==> src/rtl/wshb_arb_pkg.sv <==
// wshb_arb_pkg: arbiter state encoding and reset constants
package wshb_arb_pkg;
    typedef enum logic [1:0] {IDLE, GNT0, GNT1} arb_state_t;
    localparam logic RESET_LAST = 1'b1;
endpackage

==> src/rtl/wshb_if.sv <==
// wshb_if: Wishbone B4 bus bundle with master/slave views
interface wshb_if #(parameter int DATA_BYTES = 4);
    logic                      cyc;
    logic                      stb;
    logic                      we;
    logic [31:0]               adr;
    logic [8*DATA_BYTES-1:0]   dat_ms;
    logic [8*DATA_BYTES-1:0]   dat_sm;
    logic [DATA_BYTES-1:0]     sel;
    logic [2:0]                cti;
    logic [1:0]                bte;
    logic                      ack;
    logic                      err;
    logic                      rty;
    modport master(output cyc, stb, we, adr, dat_ms, sel, cti, bte, input dat_sm, ack, err, rty);
    modport slave(input cyc, stb, we, adr, dat_ms, sel, cti, bte, output dat_sm, ack, err, rty);
endinterface

==> src/rtl/rr_select.sv <==
// rr_select: two-input round-robin picker favouring the index other than last
module rr_select (
    input  logic [1:0] req,
    input  logic       last,
    output logic       pick,
    output logic       valid
);
    always_comb begin
        valid = |req;
        pick  = &req ? ~last : req[1];
    end
endmodule

==> src/rtl/wshb_arbiter.sv <==
// wshb_arbiter: two-master round-robin Wishbone arbiter holding ownership for a whole cyc
module wshb_arbiter
    import wshb_arb_pkg::*;
#(
    parameter int DATA_BYTES = 4
) (
    input  logic       sys_clk,
    input  logic       sys_rst,
    wshb_if.slave      wshb_ifs0,
    wshb_if.slave      wshb_ifs1,
    wshb_if.master     wshb_ifm,
    output logic [1:0] gnt
);
    arb_state_t state_q, state_d;
    logic       last_q, last_d;
    logic [1:0] req, cand;
    logic       hold, pick, valid, own0, own1;

    assign req = {wshb_ifs1.cyc, wshb_ifs0.cyc};

    rr_select u_rr (
        .req   (cand),
        .last  (last_q),
        .pick  (pick),
        .valid (valid)
    );

    always_comb begin
        hold    = (state_q == GNT0 && req[0]) || (state_q == GNT1 && req[1]);
        cand    = state_q == GNT0 ? {req[1], 1'b0} : state_q == GNT1 ? {1'b0, req[0]} : req;
        state_d = hold ? state_q : valid ? (pick ? GNT1 : GNT0) : IDLE;
        last_d  = state_d == GNT1 ? 1'b1 : state_d == GNT0 ? 1'b0 : last_q;
    end

    always_ff @(posedge sys_clk) begin
        if (sys_rst) begin
            state_q <= IDLE;
            last_q  <= RESET_LAST;
        end else begin
            state_q <= state_d;
            last_q  <= last_d;
        end
    end

    assign own0 = state_q == GNT0 && !sys_rst;
    assign own1 = state_q == GNT1 && !sys_rst;
    assign gnt  = {own1, own0};

    assign wshb_ifm.cyc    = own0 ? wshb_ifs0.cyc : own1 ? wshb_ifs1.cyc : 1'b0;
    assign wshb_ifm.stb    = own0 ? wshb_ifs0.cyc & wshb_ifs0.stb : own1 ? wshb_ifs1.cyc & wshb_ifs1.stb : 1'b0;
    assign wshb_ifm.we     = own0 ? wshb_ifs0.we : own1 ? wshb_ifs1.we : 1'b0;
    assign wshb_ifm.adr    = own0 ? wshb_ifs0.adr : own1 ? wshb_ifs1.adr : 32'd0;
    assign wshb_ifm.dat_ms = own0 ? wshb_ifs0.dat_ms : own1 ? wshb_ifs1.dat_ms : {8*DATA_BYTES{1'b0}};
    assign wshb_ifm.sel    = own0 ? wshb_ifs0.sel : own1 ? wshb_ifs1.sel : {DATA_BYTES{1'b0}};
    assign wshb_ifm.cti    = own0 ? wshb_ifs0.cti : own1 ? wshb_ifs1.cti : 3'd0;
    assign wshb_ifm.bte    = own0 ? wshb_ifs0.bte : own1 ? wshb_ifs1.bte : 2'd0;

    assign wshb_ifs0.dat_sm = wshb_ifm.dat_sm;
    assign wshb_ifs1.dat_sm = wshb_ifm.dat_sm;
    assign wshb_ifs0.ack    = own0 & wshb_ifm.ack;
    assign wshb_ifs0.err    = own0 & wshb_ifm.err;
    assign wshb_ifs0.rty    = own0 & wshb_ifm.rty;
    assign wshb_ifs1.ack    = own1 & wshb_ifm.ack;
    assign wshb_ifs1.err    = own1 & wshb_ifm.err;
    assign wshb_ifs1.rty    = own1 & wshb_ifm.rty;
endmodule

==> src/flat_wrapper.sv <==
// flat-port wrapper written by rule: the top's interface ports become plain ports
module wshb_arbiter_flat import wshb_arb_pkg::*;
#(
    parameter int DATA_BYTES = 4
)
  (sys_clk, sys_rst, gnt, wshb_ifs0_cyc, wshb_ifs0_stb, wshb_ifs0_we, wshb_ifs0_adr, wshb_ifs0_dat_ms, wshb_ifs0_sel, wshb_ifs0_cti, wshb_ifs0_bte, wshb_ifs0_dat_sm, wshb_ifs0_ack, wshb_ifs0_err, wshb_ifs0_rty, wshb_ifs1_cyc, wshb_ifs1_stb, wshb_ifs1_we, wshb_ifs1_adr, wshb_ifs1_dat_ms, wshb_ifs1_sel, wshb_ifs1_cti, wshb_ifs1_bte, wshb_ifs1_dat_sm, wshb_ifs1_ack, wshb_ifs1_err, wshb_ifs1_rty, wshb_ifm_cyc, wshb_ifm_stb, wshb_ifm_we, wshb_ifm_adr, wshb_ifm_dat_ms, wshb_ifm_sel, wshb_ifm_cti, wshb_ifm_bte, wshb_ifm_dat_sm, wshb_ifm_ack, wshb_ifm_err, wshb_ifm_rty);
  wshb_if #(.DATA_BYTES(DATA_BYTES)) wshb_ifs0_i ();
  wshb_if #(.DATA_BYTES(DATA_BYTES)) wshb_ifs1_i ();
  wshb_if #(.DATA_BYTES(DATA_BYTES)) wshb_ifm_i ();
  input  logic sys_clk;
  input  logic sys_rst;
  output logic [1:0] gnt;
  input wire logic [$bits(wshb_ifs0_i.cyc)-1:0] wshb_ifs0_cyc;
  input wire logic [$bits(wshb_ifs0_i.stb)-1:0] wshb_ifs0_stb;
  input wire logic [$bits(wshb_ifs0_i.we)-1:0] wshb_ifs0_we;
  input wire logic [$bits(wshb_ifs0_i.adr)-1:0] wshb_ifs0_adr;
  input wire logic [$bits(wshb_ifs0_i.dat_ms)-1:0] wshb_ifs0_dat_ms;
  input wire logic [$bits(wshb_ifs0_i.sel)-1:0] wshb_ifs0_sel;
  input wire logic [$bits(wshb_ifs0_i.cti)-1:0] wshb_ifs0_cti;
  input wire logic [$bits(wshb_ifs0_i.bte)-1:0] wshb_ifs0_bte;
  output wire logic [$bits(wshb_ifs0_i.dat_sm)-1:0] wshb_ifs0_dat_sm;
  output wire logic [$bits(wshb_ifs0_i.ack)-1:0] wshb_ifs0_ack;
  output wire logic [$bits(wshb_ifs0_i.err)-1:0] wshb_ifs0_err;
  output wire logic [$bits(wshb_ifs0_i.rty)-1:0] wshb_ifs0_rty;
  input wire logic [$bits(wshb_ifs1_i.cyc)-1:0] wshb_ifs1_cyc;
  input wire logic [$bits(wshb_ifs1_i.stb)-1:0] wshb_ifs1_stb;
  input wire logic [$bits(wshb_ifs1_i.we)-1:0] wshb_ifs1_we;
  input wire logic [$bits(wshb_ifs1_i.adr)-1:0] wshb_ifs1_adr;
  input wire logic [$bits(wshb_ifs1_i.dat_ms)-1:0] wshb_ifs1_dat_ms;
  input wire logic [$bits(wshb_ifs1_i.sel)-1:0] wshb_ifs1_sel;
  input wire logic [$bits(wshb_ifs1_i.cti)-1:0] wshb_ifs1_cti;
  input wire logic [$bits(wshb_ifs1_i.bte)-1:0] wshb_ifs1_bte;
  output wire logic [$bits(wshb_ifs1_i.dat_sm)-1:0] wshb_ifs1_dat_sm;
  output wire logic [$bits(wshb_ifs1_i.ack)-1:0] wshb_ifs1_ack;
  output wire logic [$bits(wshb_ifs1_i.err)-1:0] wshb_ifs1_err;
  output wire logic [$bits(wshb_ifs1_i.rty)-1:0] wshb_ifs1_rty;
  output wire logic [$bits(wshb_ifm_i.cyc)-1:0] wshb_ifm_cyc;
  output wire logic [$bits(wshb_ifm_i.stb)-1:0] wshb_ifm_stb;
  output wire logic [$bits(wshb_ifm_i.we)-1:0] wshb_ifm_we;
  output wire logic [$bits(wshb_ifm_i.adr)-1:0] wshb_ifm_adr;
  output wire logic [$bits(wshb_ifm_i.dat_ms)-1:0] wshb_ifm_dat_ms;
  output wire logic [$bits(wshb_ifm_i.sel)-1:0] wshb_ifm_sel;
  output wire logic [$bits(wshb_ifm_i.cti)-1:0] wshb_ifm_cti;
  output wire logic [$bits(wshb_ifm_i.bte)-1:0] wshb_ifm_bte;
  input wire logic [$bits(wshb_ifm_i.dat_sm)-1:0] wshb_ifm_dat_sm;
  input wire logic [$bits(wshb_ifm_i.ack)-1:0] wshb_ifm_ack;
  input wire logic [$bits(wshb_ifm_i.err)-1:0] wshb_ifm_err;
  input wire logic [$bits(wshb_ifm_i.rty)-1:0] wshb_ifm_rty;
  assign wshb_ifs0_i.cyc = wshb_ifs0_cyc;
  assign wshb_ifs0_i.stb = wshb_ifs0_stb;
  assign wshb_ifs0_i.we = wshb_ifs0_we;
  assign wshb_ifs0_i.adr = wshb_ifs0_adr;
  assign wshb_ifs0_i.dat_ms = wshb_ifs0_dat_ms;
  assign wshb_ifs0_i.sel = wshb_ifs0_sel;
  assign wshb_ifs0_i.cti = wshb_ifs0_cti;
  assign wshb_ifs0_i.bte = wshb_ifs0_bte;
  assign wshb_ifs0_dat_sm = wshb_ifs0_i.dat_sm;
  assign wshb_ifs0_ack = wshb_ifs0_i.ack;
  assign wshb_ifs0_err = wshb_ifs0_i.err;
  assign wshb_ifs0_rty = wshb_ifs0_i.rty;
  assign wshb_ifs1_i.cyc = wshb_ifs1_cyc;
  assign wshb_ifs1_i.stb = wshb_ifs1_stb;
  assign wshb_ifs1_i.we = wshb_ifs1_we;
  assign wshb_ifs1_i.adr = wshb_ifs1_adr;
  assign wshb_ifs1_i.dat_ms = wshb_ifs1_dat_ms;
  assign wshb_ifs1_i.sel = wshb_ifs1_sel;
  assign wshb_ifs1_i.cti = wshb_ifs1_cti;
  assign wshb_ifs1_i.bte = wshb_ifs1_bte;
  assign wshb_ifs1_dat_sm = wshb_ifs1_i.dat_sm;
  assign wshb_ifs1_ack = wshb_ifs1_i.ack;
  assign wshb_ifs1_err = wshb_ifs1_i.err;
  assign wshb_ifs1_rty = wshb_ifs1_i.rty;
  assign wshb_ifm_cyc = wshb_ifm_i.cyc;
  assign wshb_ifm_stb = wshb_ifm_i.stb;
  assign wshb_ifm_we = wshb_ifm_i.we;
  assign wshb_ifm_adr = wshb_ifm_i.adr;
  assign wshb_ifm_dat_ms = wshb_ifm_i.dat_ms;
  assign wshb_ifm_sel = wshb_ifm_i.sel;
  assign wshb_ifm_cti = wshb_ifm_i.cti;
  assign wshb_ifm_bte = wshb_ifm_i.bte;
  assign wshb_ifm_i.dat_sm = wshb_ifm_dat_sm;
  assign wshb_ifm_i.ack = wshb_ifm_ack;
  assign wshb_ifm_i.err = wshb_ifm_err;
  assign wshb_ifm_i.rty = wshb_ifm_rty;
  wshb_arbiter #(.DATA_BYTES(DATA_BYTES)) u_core (.sys_clk(sys_clk), .sys_rst(sys_rst), .wshb_ifs0(wshb_ifs0_i), .wshb_ifs1(wshb_ifs1_i), .wshb_ifm(wshb_ifm_i), .gnt(gnt));
endmodule
==> config.mk <==
export PLATFORM = sky130hd
export DESIGN_NAME = wshb_arbiter_flat
export DESIGN_NICKNAME = d
export VERILOG_FILES = /design/src/rtl/wshb_arb_pkg.sv /design/src/rtl/wshb_if.sv /design/src/rtl/rr_select.sv /design/src/rtl/wshb_arbiter.sv /design/src/flat_wrapper.sv
export SDC_FILE = /design/constraint.sdc
export NUM_CORES = 1
export LEC_CHECK = 0
export BUFFER_PORTS_ARGS = -buffer_cell sky130_fd_sc_hd__buf_2
export CORE_AREA = 2 2 131 133
export CTS_BUF_LIST = sky130_fd_sc_hd__clkbuf_8
export DETAILED_ROUTE_END_ITERATION = 8
export DIE_AREA = 0 0 133 135
export GPL_TIMING_DRIVEN = 0
export REMOVE_ABC_BUFFERS = 1
export SETUP_SLACK_MARGIN = 0.4
export SLEW_MARGIN = 15
export SYNTH_ARGS = -nofsm -noshare
export SYNTH_HDL_FRONTEND = slang
export SYNTH_HIERARCHICAL = 1
export SYNTH_SLANG_ARGS = --single-unit
==> constraint.sdc <==
create_clock -name sys_clk -period 2.15 [get_ports sys_clk]
set_input_delay 0.1075 -clock sys_clk [delete_from_list [all_inputs] [get_ports sys_clk]]
set_output_delay 0.1075 -clock sys_clk [all_outputs]
set_load 0.01 [all_outputs]
## After elaboration in Yosys (flattened, before gate mapping)

Cells that the tools add are included.

- Memories: 0
- Bits in registers: 3
- Latch bits: 0
- Output and inout bits: 148
- Input bits: 189
- RAM bits: 0
- Bits in read-only memories: 0
- Word-level logic and storage cells: 46

- Div/mod/pow operators: 0
- Order comparisons: 0
- Bitwise operators: 9
- Mux-type cells: 22
- Reduce and logical (&&, ||, !) cells: 9
- $mul: 0
- Shifts and indexed selects: 0
- Add/subtract/negate cells: 0
- Equal/unequal tests: 4

Operators by type and width:

| operator | count |
|---|---|
| two-way mux 32 bit | 4 |
| two-way mux 2 bit | 7 |
| bitwise AND 1 bit | 8 |
| two-way mux 4 bit | 2 |
| two-way mux 1 bit | 7 |
| two-way mux 3 bit | 2 |
| equality test 2 x 1 -> 1 bit (second input constant) | 2 |
| equality test 2 bit (second input constant) | 2 |
| logical AND 1 bit | 4 |
| OR reduction 2 bit | 2 |
| AND reduction 2 bit | 1 |
| logical NOT 1 bit | 1 |
| logical OR 1 bit | 1 |
| inverter 1 bit | 1 |

## Longest topological paths before layout

- Depth in word-level cells: 10
- Gate-level depth with buffers: 5
- Depth with buffers taken out: 5

## Cells and area by module

Netlist, hierarchy kept.

By module, submodules not included:

| module | sequential area each (µm²) | area an instance (µm²) | cells an instance | times used |
|---|---|---|---|---|
| wshb_arbiter | 60.1 | 1,490.2 | 184 | 1 |
| rr_select | 0.0 | 13.8 | 2 | 1 |

## Least setup slack after synthesis

No wires, ideal clock.

- Path type: reg-to-reg
- Start point: register u_core.state_q[1]
- End point: register u_core.last_q
- Slack: 0.644 ns
- Clock period less this slack: 1.506 ns
- Arrival time: 1.387 ns
- Required time: 2.030 ns
- Stages on the path, launching flop included: 6
- Library setup time: 0.120 ns
- Buffers on the path: 0
- Cells stage by stage: dfxtp_1 -> inv_1 -> o21a_1 -> or2_1 -> mux2_2 -> a211o_1

- Elaborated cells on any way between the ends: 16
- Classes of those cells: eq/ne (4); mux (6); reduce/logical (6)

RTL lines:

| item | line | source |
|---|---|---|
| from (decl) | wshb_arbiter.sv:14 | `arb_state_t state_q, state_d;` |
| from (signal assigned) | wshb_arbiter.sv:40 | `state_q <= state_d;` |
| equality test 2 bit | wshb_arbiter.sv:30 | `cand = state_q == GNT0 ? {req[1], 1'b0} : state_q == GNT1 ? {1'b0, req[0]} : req;` |
| two-way mux 2 bit | wshb_arbiter.sv:30 |  |
| two-way mux 2 bit * | wshb_arbiter.sv:30 |  |
| via u_core.cand[1] | wshb_arbiter.sv:16 | `logic [1:0] req, cand;` |
| OR reduction 2 bit * | rr_select.sv:9 | `valid = \|req;` |
| via u_core.valid | wshb_arbiter.sv:17 | `logic hold, pick, valid, own0, own1;` |
| two-way mux 2 bit * (2 in series) | wshb_arbiter.sv:31 | `state_d = hold ? state_q : valid ? (pick ? GNT1 : GNT0) : IDLE;` |
| equality test 2 bit | wshb_arbiter.sv:32 | `last_d = state_d == GNT1 ? 1'b1 : state_d == GNT0 ? 1'b0 : last_q;` |
| OR reduction 2 bit (no source line) | - |  |
| to (signal assigned) | wshb_arbiter.sv:41 | `last_q <= last_d;` |
| to (decl) | wshb_arbiter.sv:15 | `logic last_q, last_d;` |

The timed path passes the listed nets; every way through them passes the cells marked *.
A chain may end at the register's enable or synchronous reset.

## Final worst setup path

- Start point: register u_core.state_q[0]
- End point: output wshb_ifm_we

- Word-level cells in the longest chain between the ends: 4
- Elaborated cells on any way between the ends: 6
- Classes of those cells: eq/ne (2); mux (2); reduce/logical (2)

RTL lines:

| item | line | source |
|---|---|---|
| equality test 2 bit | wshb_arbiter.sv:46 | `assign own1 = state_q == GNT1 && !sys_rst;` |
| logical AND 1 bit | wshb_arbiter.sv:46 |  |
| two-way mux 1 bit | wshb_arbiter.sv:51 | `assign wshb_ifm.we = own0 ? wshb_ifs0.we : own1 ? wshb_ifs1.we : 1'b0;` |
| two-way mux 1 bit * | wshb_arbiter.sv:51 |  |
| to (decl) | flat_wrapper.sv:39 | `output wire logic [$bits(wshb_ifm_i.we)-1:0] wshb_ifm_we;` |

Every way passes the cells marked *; elsewhere a longest branch is shown, timed or not.

==> impl_metrics.csv <==
group,metric,value,unit
place,dp_hpwl,8290,um
cells_and_area,final_area,2760,sq um
cells_and_area,mostFrequentLayoutCells,"240 x buf_2, 73 x a22o_1, 13 x buf_4, 6 x and2_1, 4 x buf_12",
setup_path,crit_path_max_fanout,24,
outcome,status,"completed",
synth,syn_avg_cell_area,8.09,sq um
clock_network,cts_max_level,1,
power,p_leak,1.62,nW
setup_path,crit_path_end_kind,"primary output",
setup_path,r2r-start,"u_core/state_q[1]$_SDFF_PP0_",
global_route,grt_overflow,0,
global_route,antenna_found_initial,0,
drt,dr_total_vias,2226,
synth,yosysTopAreaCell,"a22o_1",
timing,rsz0062_at_grt,"no",
timing,post-route-period-util,78.1,%
setup_path,slowest_delay,390,ps
timing,finalWorstSetupSlack,470,ps
drt,viasPerCell,3.77,
cells_and_area,final_common_cell,"buf_2",
floorplanning,fp.coreArea,16400,sq um
cells_and_area,final_nets,561,
synth,yosysWarnings,6,
setup_path,cp_slowest_cell,"dfxtp_2",
floorplanning,start_util,9.17,%
timing,period_needed,1680,ps
drt,postRouteAntennaNets,0,
place,gp_congestion,0.722,
floorplanning,dieHeight,135,um
place,detailed_place.area,2480,sq um
setup_path,path_class,"reg -> out",
global_route,grt_max_degree,25,
synth,ys_types,24,
setup_path,critPathRequiredTime,2040,ps
timing,fin_skew,0.243,ps
floorplanning,dieArea,18000,sq um
hold_path,hp-start,"wshb_ifm_dat_sm[7]",
synth,synth_seq_cells,3,
timing,max_freq,595,MHz
power,powerDensity,308,nW/um^2
global_route,grt_pass1_wl,12100,um
synth,synth_top_area_share,43.1,%
drt,wl,9980,um
clock_network,clk-insertion-delay-late,220,ps
setup_path,critPathBufInv,4,
floorplanning,die_w,133,um
cells_and_area,syn2layout_area_growth,83.3,%
cells_and_area,drive_above_1_share,73.9,%
clock_network,hold_buffers,0,
synth,seq_area_frac_synth,3.99,%
clock_network,cts_buffers,3,
drt,wire_per_inst,16.9,um
cells_and_area,diodes,0,
setup_path,crit_chain,"nor3b_4, buf_4, buf_8, buf_12, a22o_1, buf_2",
power,vdd_drop_max,0.000422,V
place,io_buffers,240,
setup_path,startpoint_type,"flop",
place,pre_cts_slack,106,ps
timing,hold_viol,0,
global_route,grt_pass1_vias,1908,
floorplanning,pin_count,337,
timing,timing.setup.tns,0,ps
timing,timing.slew.headroom,81.0,%
drt,drtIter0Drc,96,
clock_network,cts_tree,"built",
clock_network,cts.path.max_buffers,2,
synth,synth.cell_area,1500,sq um
clock_network,cts.sinks,3,
setup_path,cpLargestDelayFamily,"buffers and inverters",
synth,synth_area_leaders,"a22o_1 43%, buf_4 34%, dfxtp_1 4.0%",
floorplanning,num_rows,47,
flow_run,max_cap_viol_count,0,
clock_network,cts-root-buf,"clkbuf_8",
setup_path,crit_start,"u_core/state_q[0]$_SDFF_PP0_",
hold_path,hold_class,"in -> out",
timing,final_max_slew_viol_count,0,
synth,synth_cells,186,
global_route,grt_use_total,9.12,%
timing,tightest_slew,285,ps
drt,first_pass_iters,4,
drt,drc,0,
setup_path,worstPathArrival,1570,ps
timing,setup_viol,0,
timing,hold_ws,215,ps
clock_network,path_clk_slew,30,ps
cell usage after synthesis:
cell type,count
nor3b_2,1
buf_6,2
a211o_1,1
or3b_2,1
o32ai_1,1
clkbuf_1,5
o2bb2ai_1,1
and3b_1,2
a21oi_1,1
or2_1,1
o22ai_1,1
nor3b_4,1
nand2b_1,1
dfxtp_1,3
nand3b_1,2
buf_2,7
buf_4,69
inv_1,2
a21boi_1,1
and2_1,6
o21a_1,1
a21boi_0,1
mux2_2,1
a22o_1,74
logic make-up after synthesis:
group                  count (synthesis)  share of synthesized area [%]
AO/OA/AOI/OAI                         82                           47.1
buffers and inverters                 85                           40.0
flip-flops                             3                           3.99
multiplexers                           1                          0.749
AND/OR/NAND/NOR                       15                           8.15
power breakdown:
part | leakage (nW) | internal, mW | switching (mW)
Combinational | 1.57 | 0.344 | 0.268
Clock | 0.0269 | 0.122 | 0.0395
Sequential | 0.0259 | 0.0647 | 0.0107
Total | 1.62 | 0.530 | 0.318
final timing paths:
kind / endpoint / slack (ps) / cells after the start
worst min-delay path: wshb_ifs1_dat_sm[7] / 220 / 0
worst max register to register: u_core/last_q$_SDFFE_PP1N_ / 620 / 5
worst max-delay path: wshb_ifm_we / 470 / 6
worst min register to register: u_core/last_q$_SDFFE_PP1N_ / 590 / 2
per-stage QoR:
| stage | utilization (%) | power (mW) | instances |
|---|---|---|---|
| after global placement | 14.5 | 0.602 | 563 |
| after floorplan | - | 0.316 | 103 |
| final | 16.8 | 0.848 | 591 |
| after detailed placement | 15.1 | 0.621 | 569 |
| after CTS | 15.7 | 0.802 | 579 |
| after global routing | 16.8 | 0.912 | 591 |
worst register-to-register path: cells and delay by family (launching register included):
kind	cells	cell delay (ps)
buf+inv	1	50
compound gates	2	460
flops	1	370
mux	1	270
simple gates	1	250
registers in the layout, indices dropped and copies added (netlist names):
signal / count
u_core/state_q: 2
u_core/last_q: 1
layout make-up:
type / count / area, sq um
timing repair buffer: 264 / 1510
multi-input combinational: 98 / 857
clock inverter: 1 / 3.75
inverter: 2 / 7.51
fill: 1844 / 13700
tap: 220 / 275
clock buffer: 3 / 41.3
sequential: 3 / 65.1
routing by layer:
metal	GRT usage, %	vias to the layer above	share of wire, %
li1	-	1013	-
met1	10.0	971	36
met2	11.8	232	41
met3	9.42	6	21
met4	0.836	4	0.36
met5	8.89	-	1.7
repair_timing:
item	CTS	global route
gates resized for setup	4	7
setup endpoints to repair	82	32
cloned	0	3
buffers inserted	6	9
Power figures use the tool's default switching activity.
